--- src/rtl/mem_stage.sv ---
// Memory stage of the in-order pipeline: M and W pipeline registers, data-memory
// request generation, M-stage forwarding source and a W-stage load hold buffer.
module mem_stage #(
  parameter int DAW = 30
) (
  input  logic           CLK,
  input  logic           RSTN,
  input  logic           ex_valid,
  input  logic [31:0]    ex_result,
  input  logic [31:0]    ex_stdata,
  input  logic [4:0]     ex_rd,
  input  logic           ex_we,
  input  logic           ex_ld,
  input  logic           ex_st,
  input  logic           stall,
  output logic           DREQ,
  output logic           DRW,
  output logic [DAW-1:0] DADDR,
  output logic [31:0]    DWDATA,
  input  logic [31:0]    DRDATA,
  output logic           fwd_m_en,
  output logic [4:0]     fwd_m_rd,
  output logic [31:0]    fwd_m_data,
  output logic           load_use,
  output logic           wb_we,
  output logic [4:0]     wb_rd,
  output logic [31:0]    wb_data
);

  logic        m_valid_q, m_we_q, m_ld_q, m_st_q;
  logic [31:0] m_result_q, m_stdata_q;
  logic [4:0]  m_rd_q;

  logic        w_valid_q, w_we_q, w_ld_q;
  logic [31:0] w_result_q;
  logic [4:0]  w_rd_q;

  logic        hold_vld_q, hold_vld_d;
  logic [31:0] hold_data_q, hold_data_d;

  // M register: loads from EX unless the pipeline is held.
  always_ff @(posedge CLK or negedge RSTN) begin
    if (!RSTN) begin
      m_valid_q  <= 1'b0;
      m_result_q <= '0;
      m_stdata_q <= '0;
      m_rd_q     <= '0;
      m_we_q     <= 1'b0;
      m_ld_q     <= 1'b0;
      m_st_q     <= 1'b0;
    end else if (!stall) begin
      m_valid_q  <= ex_valid;
      m_result_q <= ex_result;
      m_stdata_q <= ex_stdata;
      m_rd_q     <= ex_rd;
      m_we_q     <= ex_we;
      m_ld_q     <= ex_ld;
      m_st_q     <= ex_st;
    end
  end

  always_ff @(posedge CLK or negedge RSTN) begin
    if (!RSTN) begin
      w_valid_q  <= 1'b0;
      w_result_q <= '0;
      w_rd_q     <= '0;
      w_we_q     <= 1'b0;
      w_ld_q     <= 1'b0;
    end else if (!stall) begin
      w_valid_q  <= m_valid_q;
      w_result_q <= m_result_q;
      w_rd_q     <= m_rd_q;
      w_we_q     <= m_we_q;
      w_ld_q     <= m_ld_q;
    end
  end

  // DRDATA is only valid for one cycle; a stalled load in W keeps its copy here.
  always_comb begin
    hold_vld_d  = hold_vld_q;
    hold_data_d = hold_data_q;
    if (!stall) begin
      hold_vld_d = 1'b0;
    end else if (w_valid_q && w_ld_q && !hold_vld_q) begin
      hold_vld_d  = 1'b1;
      hold_data_d = DRDATA;
    end
  end

  always_ff @(posedge CLK or negedge RSTN) begin
    if (!RSTN) begin
      hold_vld_q  <= 1'b0;
      hold_data_q <= '0;
    end else begin
      hold_vld_q  <= hold_vld_d;
      hold_data_q <= hold_data_d;
    end
  end

  // Requests are suppressed while stalled so a held store is issued only once.
  always_comb begin
    DREQ   = m_valid_q && (m_ld_q || m_st_q) && !stall;
    DRW    = m_st_q;
    DADDR  = m_result_q[DAW+1:2];
    DWDATA = m_st_q ? m_stdata_q : 32'd0;
  end

  always_comb begin
    fwd_m_en   = m_valid_q && m_we_q && !m_ld_q;
    fwd_m_rd   = m_rd_q;
    fwd_m_data = m_result_q;
    load_use   = m_valid_q && m_ld_q && m_we_q;
  end

  always_comb begin
    wb_we = w_valid_q && w_we_q && !stall;
    wb_rd = w_rd_q;
    if (hold_vld_q)  wb_data = hold_data_q;
    else if (w_ld_q) wb_data = DRDATA;
    else             wb_data = w_result_q;
  end

endmodule

--- config.mk ---
export PLATFORM = sky130hd
export DESIGN_NAME = mem_stage
export DESIGN_NICKNAME = d
export VERILOG_FILES = /design/src/rtl/mem_stage.sv
export SDC_FILE = /design/constraint.sdc
export NUM_CORES = 1
export LEC_CHECK = 0
export BUFFER_PORTS_ARGS = -buffer_cell sky130_fd_sc_hd__buf_2
export CAP_MARGIN = 20
export CORE_ASPECT_RATIO = 0.6
export CORE_MARGIN = 2
export CORE_UTILIZATION = 50
export DETAILED_ROUTE_END_ITERATION = 16
export PLACE_DENSITY = 0.81
export SLEW_MARGIN = 30
export SYNTH_ARGS = -nofsm -noshare
export SYNTH_HDL_FRONTEND = slang
export SYNTH_SLANG_ARGS = --single-unit
export TNS_END_PERCENT = 50
--- constraint.sdc ---
create_clock -name CLK -period 1.8 [get_ports CLK]
set_input_delay 0.36 -clock CLK [delete_from_list [all_inputs] [get_ports CLK]]
set_output_delay 0.36 -clock CLK [all_outputs]
set_load 0.1 [all_outputs]
==> qor.csv <==
stage,metric,value,unit
status,status,"finished, violations left",
status,failed_checks,negative setup slack,
clocking,clock-root-buffer,clkbuf_16,
synthesis,synth_common_cells,"dfrtp_1 (146), mux2_2 (114), buf_4 (36), nand2_1 (36)",
min_path,min_to,m_stdata_q[18]$_DFFE_PN0N_,
critical_path,start_kind,flop,
route,drcViolationCount,0,
synthesis,synth_top_area_cell,dfrtp_1,
global_route,antenna_found_initial,1,
route,drt_first_pass_iters,4,
clocking,cts_buffers,17,
route,wl_met3,1070,um
synthesis,ys_types,17,
floorplanning,io_pins,249,
flow_run,drv_cap,0,
critical_path,crit_fanout,18,
timing,timing.final.crit_share,107,%
route,met1_length,6990,um
synthesis,synth_top_area_share,54.8,%
clocking,h-tree-depth,4,
timing,fin_skew,11.7,ps
global_route,grt_pass1_vias,4971,
clocking,clock_sinks,146,
timing,tns,-4120,ps
cells_and_area,syn_to_final_growth,49.7,%
global_route,grt_max_degree,73,
synthesis,yosysSeqAreaShare,54.8,%
placement,placed_cell_area,9270,sq um
min_path,min_path_type,input pin to flop,
floorplanning,die_w,153,um
global_route,grt_pass1_wl,26700,um
synthesis,yosys_warnings,0,
route,wl_per_cell,18.6,um
clocking,clock_path_buffers,2,
synthesis,ys.flop_type,dfrtp_1,
synthesis,syn_inst,491,
synthesis,synth_area,6660,sq um
synthesis,synth_area_leaders,"dfrtp_1 (55%), mux2_2 (19%), mux2_4 (6.8%), mux2i_1 (4.8%), buf_4 (4.1%)",
clocking,path_clk_slew,60,ps
timing,worstMarginPinSlew,510,ps
critical_path,timing.rr.start,w_ld_q$_DFFE_PN0N_,
timing,slew_viol_final,0,
placement,port_buffers,248,
timing,maxSlewHeadroom,66.2,%
timing,fin_ws,-131,ps
timing,fmax,0.518,GHz
power,power,14100,uW
synthesis,mappedNetlistNets,599,
route,top_layer,met5,
floorplanning,rows,32,
cells_and_area,drive_gt1_share,72.8,%
cells_and_area,fill_cells,774,
critical_path,regToRegSetupSlack,130,ps
critical_path,required,1440,ps
synthesis,synth.most_common_cell,dfrtp_1,
timing,worst_hold_slack,190,ps
timing,setup_viol,47,
critical_path,endpoint_kind,primary output,
timing,rsz0062_at_grt,yes,
timing,fin_crit,1930,ps
route,vias,4627,
route,routed_wl,16800,um
clocking,cts_tree,yes,
clocking,worstSkewPairLatency,400,ps
synthesis,ys_ff_latch,146,
global_route,grt_overflow_total,0,
floorplanning,start_util,51.5,%
route,dr_wl_met2,8610,um
min_path,hold-path-cell-count,2,
synthesis,synth_edf_count,0,
route,viasPerCell,5.14,
route,drt-initial-drc-count,153,
floorplanning,dieArea,14300,sq um
critical_path,critPathKind,flop to primary output,
placement,hpwl,12200,um
critical_path,r2r_cells,5,
global_route,gr-usage-all-layers,23.8,%
placement,gp_routability_congestion,0.807,
min_path,hp-start,ex_stdata[18],
synthesis,synthArstFlopShare,100,%
route,ant_nets,0,
cells_and_area,stdcell_area,9970,sq um
cells_and_area,fin_nets,827,
floorplanning,die_y,93.4,um
power,power_density,1410,nW/um^2
synthesis,syn_avg_cell_area,13.6,sq um
critical_path,r2r_end,hold_data_q[0]$_DFFE_PN0P_,
power,ir_worst_vdd,939,uV
critical_path,worstPathArrival,1570,ps
cells_and_area,insertedDiodeCount,0,
timing,finalHoldViolCount,0,
power,p_leak,0.00464,uW
floorplanning,core,12900,sq um
==> registers in the layout, summed over array words and instances, names as in the netlist <==
name and cells:
m_ld_q 1, hold_vld_q 1, w_result_q 32, fwd_m_data 32, m_we_q 1, hold_data_q 32
fwd_m_rd 5, wb_rd 5, m_valid_q 1, w_we_q 1, m_stdata_q 32, w_valid_q 1
w_ld_q 1, DRW 1
==> worst max-delay path by stage <==
stage / startpoint / end / slack [ps] / cells after the start
after global routing: w_ld_q$_DFFE_PN0N_ / wb_data[20] / -180 / 4
after CTS: w_ld_q$_DFFE_PN0N_ / wb_data[2] / -150 / 4
final: w_ld_q$_DFFE_PN0N_ / wb_data[10] / -130 / 4
after global placement: w_ld_q$_DFFE_PN0N_ / wb_data[20] / 290 / 4
after detailed placement: w_ld_q$_DFFE_PN0N_ / wb_data[11] / 240 / 4
after floorplan: w_ld_q$_DFFE_PN0N_ / wb_data[14] / -230 / 4
==> cell families (layout without fill, tap and decap cells) <==
| logic type | count (synthesis) | after routing | share of synthesized area, % |
|---|---|---|---|
| AND/OR/NAND/NOR | 76 | 76 | 5.90 |
| buffers and inverters | 60 | 300 | 5.97 |
| flip-flops | 146 | 146 | 54.8 |
| multiplexers | 176 | 176 | 30.8 |
| AO/OA/AOI/OAI | 33 | 33 | 2.48 |
==> critical path: stages, from the launching register on <==
cell and delay, ps:
dfrtp_2 410, buf_12 210, mux2i_2 300, o21ai_4 80, buf_12 170
==> what timing repair did <==
item,in CTS,in global routing
endpoints found under the hold margin,35,0
resized for setup,17,23
hold buffers,1,0
setup buffers,1,1
setup endpoints to repair,65,67
pin swaps,4,3
==> per-stage QoR <==
stage                     utilization, %  instances  setup WS (ps)
after floorplan                        -        491           -234
after global placement              71.7        867            286
after detailed placement            71.7        867            243
after CTS                           76.7        900           -146
after global routing                77.1        901           -182
final                               77.1        901           -131
==> layout make-up <==
class | instances | area (sq um) | area share (%)
clock inverters | 12 | 98.8 | 0.991
repair buffers | 269 | 2510 | 25.2
well taps | 170 | 213 | 2.13
clock buffers | 19 | 453 | 4.54
multi-input cells | 285 | 3040 | 30.5
flip-flops and latches | 146 | 3660 | 36.7
==> per-layer routing <==
metal  track usage (%)  up-vias
li1                  -     2121
met1              29.8     2344
met2              42.2      152
met3              6.39        8
met4              4.63        2
met5                 0        -
==> where the power goes <==
group | switching, uW | internal (uW) | total [uW] | leakage [uW]
clock network | 1410 | 1860 | 3270 | 0.000267
logic | 4250 | 2250 | 6500 | 0.00266
registers | 424 | 3890 | 4320 | 0.00171
==> layout by cell type (no fill, tap or decap), types with 2 or more instances in the layout <==
cell / Yosys / routed
and2_2: 0 / 17
and2_4: 0 / 15
buf_12: 0 / 74
buf_2: 12 / 177
buf_4: 36 / 14
clkbuf_16: 0 / 17
clkbuf_4: 0 / 2
clkbuf_8: 0 / 2
clkinv_4: 0 / 4
clkinvlp_4: 0 / 2
dfrtp_1: 146 / 143
dfrtp_4: 0 / 2
inv_6: 0 / 5
mux2_2: 114 / 114
mux2_4: 30 / 30
mux2i_1: 32 / 14
mux2i_2: 0 / 16
mux2i_4: 0 / 2
nand2_1: 36 / 36
nor2_2: 0 / 2
o21ai_2: 0 / 12
o21ai_4: 0 / 20
Power figures use the tool's default switching activity.
